===== src/rtl/axis_image_vip_config.sv =====
// Shared configuration for the image source/sink VIP and the elastic AXI-Stream pipe.
// Beat layout and stage limits used by axis_elastic_pipe and its testbench.
package axis_image_vip_config;

  localparam int SOURCE_BYTES         = 1;
  localparam int BEAT_DATA_BITS       = SOURCE_BYTES * 8;
  localparam int BEAT_USER_BITS       = 1;
  localparam int AXIS_PIPE_MAX_STAGES = 16;

  typedef struct packed {
    logic [BEAT_DATA_BITS-1:0] data;
    logic                      last;
    logic [BEAT_USER_BITS-1:0] user;
  } axis_beat_t;

  // Worst-case beats held by a pipe of the given depth (skid build holds two per stage).
  function automatic int pipe_capacity(input int stages, input bit skid);
    return skid ? 2 * stages : stages;
  endfunction

endpackage


===== src/rtl/axis_pipe_slice.sv =====
// One register slice of the elastic AXI-Stream pipe: beat in/out with valid/ready.
// AXIS_ELASTIC_PIPE_SKID_EN selects a 2-entry skid slice with a registered upstream ready.
module axis_pipe_slice #(
  parameter int WIDTH = 10
) (
  input  logic             clk,
  input  logic             rst,
  input  logic [WIDTH-1:0] in_beat,
  input  logic             in_valid,
  output logic             in_ready,
  output logic [WIDTH-1:0] out_beat,
  output logic             out_valid,
  input  logic             out_ready
);

  logic [WIDTH-1:0] main_q;
  logic             main_valid_q;

  assign out_beat  = main_q;
  assign out_valid = main_valid_q;

`ifdef AXIS_ELASTIC_PIPE_SKID_EN
  logic [WIDTH-1:0] skid_q;
  logic             skid_valid_q;

  // Ready depends only on local state, which breaks the combinational ready chain.
  assign in_ready = !skid_valid_q;

  always_ff @(posedge clk or posedge rst) begin
    if (rst) begin
      main_q       <= '0;
      main_valid_q <= 1'b0;
      skid_q       <= '0;
      skid_valid_q <= 1'b0;
    end else if (!main_valid_q || out_ready) begin
      if (skid_valid_q) begin
        main_q       <= skid_q;
        main_valid_q <= 1'b1;
        skid_valid_q <= 1'b0;
      end else begin
        main_valid_q <= in_valid;
        if (in_valid) main_q <= in_beat;
      end
    end else if (in_valid && !skid_valid_q) begin
      skid_q       <= in_beat;
      skid_valid_q <= 1'b1;
    end
  end
`else
  assign in_ready = !main_valid_q || out_ready;

  // NOTE: sequential state uses non-blocking assignments so every flop samples pre-edge values.
  // NOTE: payload registers are reset too, so no stale data is visible after a reset.
  always_ff @(posedge clk or posedge rst) begin
    if (rst) begin
      main_q       <= '0;
      main_valid_q <= 1'b0;
    end else if (in_ready) begin
      main_valid_q <= in_valid;
      if (in_valid) main_q <= in_beat;
    end
  end
`endif

endmodule


===== src/rtl/axis_elastic_pipe.sv =====
// Elastic AXI-Stream pipe: STAGES chained register slices with full backpressure and occupancy.
// Define AXIS_ELASTIC_PIPE_SKID_EN to build every slice as a 2-entry skid buffer.
module axis_elastic_pipe
  import axis_image_vip_config::*;
#(
  parameter int STAGES    = 2,
  parameter int DATA_BITS = SOURCE_BYTES * 8,
  parameter int USER_BITS = 1,
  parameter int OCC_BITS  = $clog2(2 * STAGES + 1)
) (
  input  logic                 clk_i,
  input  logic                 rst_i,
  input  logic [DATA_BITS-1:0] axis_s_data_i,
  input  logic                 axis_s_valid_i,
  output logic                 axis_s_ready_o,
  input  logic                 axis_s_last_i,
  input  logic [USER_BITS-1:0] axis_s_user_i,
  output logic [DATA_BITS-1:0] axis_m_data_o,
  output logic                 axis_m_valid_o,
  input  logic                 axis_m_ready_i,
  output logic                 axis_m_last_o,
  output logic [USER_BITS-1:0] axis_m_user_o,
  output logic [OCC_BITS-1:0]  occupancy_o
);

  localparam int BEAT_BITS = DATA_BITS + 1 + USER_BITS;

  if (STAGES < 1 || STAGES > AXIS_PIPE_MAX_STAGES) begin : g_bad_stages
    $error("axis_elastic_pipe: STAGES must be in 1..%0d", AXIS_PIPE_MAX_STAGES);
  end

  logic                 run_q;
  logic                 s_fire;
  logic                 m_fire;
  logic [OCC_BITS-1:0]  occ_q;
  logic [BEAT_BITS-1:0] s_beat;

  // Holds the input closed for the first cycle after reset so no beat is taken during reset.
  always_ff @(posedge clk_i or posedge rst_i) begin
    if (rst_i) run_q <= 1'b0;
    else       run_q <= 1'b1;
  end

  assign s_beat = {axis_s_data_i, axis_s_last_i, axis_s_user_i};

  for (genvar k = 0; k < STAGES; k++) begin : g_stage
    logic [BEAT_BITS-1:0] beat_in;
    logic                 valid_in;
    logic                 ready_in;
    logic [BEAT_BITS-1:0] beat_q;
    logic                 valid_q;
    logic                 ready_out;

    if (k == 0) begin : g_head
      assign beat_in  = s_beat;
      assign valid_in = axis_s_valid_i && run_q;
    end else begin : g_link
      assign beat_in  = g_stage[k-1].beat_q;
      assign valid_in = g_stage[k-1].valid_q;
    end

    if (k == STAGES - 1) begin : g_tail
      assign ready_out = axis_m_ready_i;
    end else begin : g_next
      assign ready_out = g_stage[k+1].ready_in;
    end

    axis_pipe_slice #(.WIDTH(BEAT_BITS)) u_slice (
      .clk      (clk_i),
      .rst      (rst_i),
      .in_beat  (beat_in),
      .in_valid (valid_in),
      .in_ready (ready_in),
      .out_beat (beat_q),
      .out_valid(valid_q),
      .out_ready(ready_out)
    );
  end

  assign axis_s_ready_o = run_q && g_stage[0].ready_in;
  assign axis_m_valid_o = g_stage[STAGES-1].valid_q;
  assign {axis_m_data_o, axis_m_last_o, axis_m_user_o} = g_stage[STAGES-1].beat_q;

  assign s_fire = axis_s_valid_i && axis_s_ready_o;
  assign m_fire = axis_m_valid_o && axis_m_ready_i;

  always_ff @(posedge clk_i or posedge rst_i) begin
    if (rst_i) begin
      occ_q <= '0;
    end else begin
      case ({s_fire, m_fire})
        2'b10:   occ_q <= occ_q + OCC_BITS'(1);
        2'b01:   occ_q <= occ_q - OCC_BITS'(1);
        default: occ_q <= occ_q;
      endcase
    end
  end

  assign occupancy_o = occ_q;

endmodule


===== config.mk =====
export PLATFORM = sky130hd
export DESIGN_NAME = axis_elastic_pipe
export DESIGN_NICKNAME = d
export VERILOG_FILES = /design/src/rtl/axis_image_vip_config.sv /design/src/rtl/axis_pipe_slice.sv /design/src/rtl/axis_elastic_pipe.sv
export SDC_FILE = /design/constraint.sdc
export NUM_CORES = 1
export LEC_CHECK = 0
export CORE_MARGIN = 3
export CORE_UTILIZATION = 46
export DETAILED_ROUTE_END_ITERATION = 8
export GPL_TIMING_DRIVEN = 0
export PLACE_DENSITY = 0.85
export SKIP_CTS_REPAIR_TIMING = 1
export SYNTH_ARGS = -nofsm -noshare
export SYNTH_HDL_FRONTEND = slang
export SYNTH_SLANG_ARGS = --single-unit

===== constraint.sdc =====
create_clock -name clk_i -period 2.5 [get_ports clk_i]
set_input_delay 0.375 -clock clk_i [delete_from_list [all_inputs] [get_ports clk_i]]
set_output_delay 0.375 -clock clk_i [all_outputs]
set_load 0.02 [all_outputs]

==> flow_summary.yaml <==
worst_hold_path:
  min_path_cells: 1
  hold_path.class: "reg2reg"
  hold_start: "occupancy_o[2]$_DFFE_PP0P_"
  whs_endpoint: "occupancy_o[2]$_DFFE_PP0P_"
floorplan:
  core_area_sq_um: 2060
  die-area_sq_um: 2920
  dieWidth_um: 54
  die_height_um: 54
  io_pins: 29
  rows: 16
  start_util_pct: 51.4
final_layout:
  num_antenna_cells: 0
  postLayoutCellArea_sq_um: 1410
  final_nets: 114
  final_core_util_pct: 68.4
  drive_above_1_share_pct: 27.8
  fillCellCount: 143
  area_growth_pct: 33.1
critical_path:
  arrival_ns: 2.47
  critPathKind: "in2reg"
  worstPathMaxFanout: 10
  slowest_delay_ns: 0.48
  slowest_stage: "clkdlybuf4s50_1"
  cp-start-kind: "input port"
  worst-path-buf-inv: 3
  reg2reg_from: "g_stage[1].u_slice.out_valid$_DFFE_PP0P_"
  reg2reg_to: "occupancy_o[2]$_DFFE_PP0P_"
  critical_path.top_delay_family: "buffers and inverters"
  required_ns: 2.75
  r2r_slack_ns: 0.41
  cp_cell_sequence: "clkdlybuf4s50_1 > nand3b_1 > and3_4 > buf_6 > inv_1 > ha_1 > fa_1 > xnor2_1 > nor2_1 > xor2_1"
  setup.worst_path.end_class: "flop"
  reg2reg_depth: 9
synth:
  synthCells: 65
  ys_warn_count: 0
  synth_largest_type_area_fraction_pct: 61.4
  ys_top_cells_by_area: "dfrtp_1 61%, mux2_4 13%, mux2_2 12%"
  seq_area_frac_synth_pct: 61.4
  yosys.area.top_type: "dfrtp_1"
  synth.distinct_cells: 18
  ys_ff_latch: 26
  avgSynthCellArea_sq_um: 16.3
  netlist_area_sq_um: 1060
  synth_fp_nets: 81
power_and_ir_drop:
  combPwrFrac_pct: 38.1
  p_leak_uw: 0.000623
  clkPwrFrac_pct: 15.7
  p_int_uw: 911
  pwr-share-seq_pct: 46.2
  vdd_drop_max_mv: 0.670
  swShare_pct: 30.5
  power_density_nw_per_um2: 930
  switching_power_uw: 400
global_routing:
  grt_first_pass_wirelength_mm: 2.79
  grt_usage_pct: 14.3
  gr-total-overflow: 0
  grt_pass1_vias: 606
  grt_max_degree: 27
  grt_antenna_before_repair: 0
sta:
  hold_violations: 0
  fmax_mhz: 450
  period_minus_slack_ns: 2.22
  slew_headroom_pct: 39.7
  setup_violations: 0
  period_share_pct: 88.9
  rsz0062_at_grt: "no"
  slew_viol_final: 0
  finClkSkew_ns: 0.00539
  tightest_slew_ns: 0.904
  setup_slack_ns: 0.277
detailed_routing:
  first_pass_iters: 4
  num_vias: 602
  drt_iter0_markers: 3
  drc_errors: 0
  vias_per_cell: 4.85
  wl_mm: 1.70
  wire_per_inst_um: 13.7
  ant_nets: 0
place:
  dpl.hpwl_mm: 1.29
  portBuffers: 28
  placed_area_sq_um: 1370
  post-place-ws_ns: -0.0552
  place_congestion: 0.656
clock_tree:
  cts-root-buf: "clkbuf_4"
  insertion_delay_ns: 0.31
  path_clk_slew_ns: 0.13
  numClockSinks: 26
  cts_buffers: 3
  cts_tree: "built"
  h-tree-depth: 1
  clock_path_buffers: 2
outcome:
  outcome: "completed"
flow_run:
  maxCapViolCount: 0
## placed cells by master, fill, tap and decap left out
master           Yosys  final
nand3b_1             1      1
xnor2_1              2      2
inv_1                2      2
and3_4               1      1
clkdlybuf4s50_1      0     28
clkbuf_8             0      1
nand2b_1             2      2
nor2_1               1      1
dfrtp_1             26     26
nand2_1              1      1
nand2_2              1      1
buf_6                1      1
conb_1               1      1
mux2_4               9      9
mux2_1               1      1
ha_1                 1      1
clkbuf_4             0      3
fa_1                 1      1
and2_1               2      2
xor2_1               1      1
mux2_2              11     11
## through the flow
step / hold WS [ns] / cells / total power (uW) / TNS, ns
2_1_floorplan: 0.415 / 65 / 887 / 0
3_3_place_gp: 0.458 / 120 / 1110 / -0.0428
3_5_place_dp: 0.455 / 120 / 1120 / -0.0593
4_1_cts: 0.477 / 124 / 1330 / 0
5_1_grt: 0.501 / 124 / 1390 / 0
6_report: 0.476 / 124 / 1310 / 0
## sequential cells by signal, indices dropped and copies added (netlist names)
register                   count
run_q                          1
g_stage.u_slice.out_valid      2
g_stage.u_slice.out_beat      20
occupancy_o                    3
## logic make-up (layout without fill, tap and decap cells)
logic type    count (synthesis)  count (layout)  synth area share [%]
xor+xnor                      3               3                  2.48
fa+ha+maj                     2               2                  3.07
buf+inv                       3              35                  1.77
flops                        26              26                  61.4
mux                          21              21                  25.5
other cells                   1               1                 0.354
simple gates                  9               9                  5.43
## power by group through the flow
stage | clock network [uW] | registers, uW | logic, uW
5_1_grt | 232 | 624 | 534
3_5_place_dp | 0 | 617 | 507
2_1_floorplan | 0 | 713 | 174
6_report | 206 | 605 | 500
3_3_place_gp | 0 | 609 | 497
4_1_cts | 211 | 608 | 510
## layout make-up
class                      instances  area, sq um  share of cell area [%]
buffer                             1         11.3                   0.799
clock buffer                       4         36.3                    2.57
inverter                           2         7.51                   0.532
multi-input combinational         36          390                    27.7
sequential                        26          651                    46.1
tap                               27         33.8                    2.40
timing repair buffer              28          280                    19.9
## worst max path at each step
stage                     slack [ns]  cells past startpoint                                startpoint                         end
after floorplan                 0.47                      9  g_stage[1].u_slice.out_valid$_DFFE_PP0P_  occupancy_o[2]$_DFFE_PP0P_
after global placement         -0.04                     10                            axis_m_ready_i  occupancy_o[2]$_DFFE_PP0P_
after detailed placement       -0.06                     10                            axis_m_ready_i  occupancy_o[2]$_DFFE_PP0P_
after CTS                       0.28                     10                            axis_m_ready_i  occupancy_o[2]$_DFFE_PP0P_
after global routing            0.13                     10                            axis_m_ready_i  occupancy_o[2]$_DFFE_PP0P_
final                           0.28                     10                            axis_m_ready_i  occupancy_o[2]$_DFFE_PP0P_
## Yosys cell counts, drive strengths merged
| master | n |
|---|---|
| mux2 | 21 |
| nor2 | 1 |
| fa | 1 |
| xnor2 | 2 |
| buf | 1 |
| dfrtp | 26 |
| xor2 | 1 |
| conb | 1 |
| inv | 2 |
| and3 | 1 |
| and2 | 2 |
| nand3b | 1 |
| nand2b | 2 |
| ha | 1 |
| nand2 | 2 |
## worst reg2reg max path: cells and delay by family (launching register included)
kind	cells	cell delay [ns]
XOR/XNOR	2	0.29
buffers and inverters	2	0.26
flip-flops	1	0.43
AND/OR/NAND/NOR	3	0.46
adder cells (fa/ha/maj)	2	0.61
## routing by layer
| layer | routed length, um | global-route usage (%) |
|---|---|---|
| met1 | 730 | 17.7 |
| met2 | 834 | 21.6 |
| met5 | 0 | 0 |
| met4 | 34 | 9.96 |
| met3 | 99 | 3.60 |
Power figures use the tool's default switching activity.
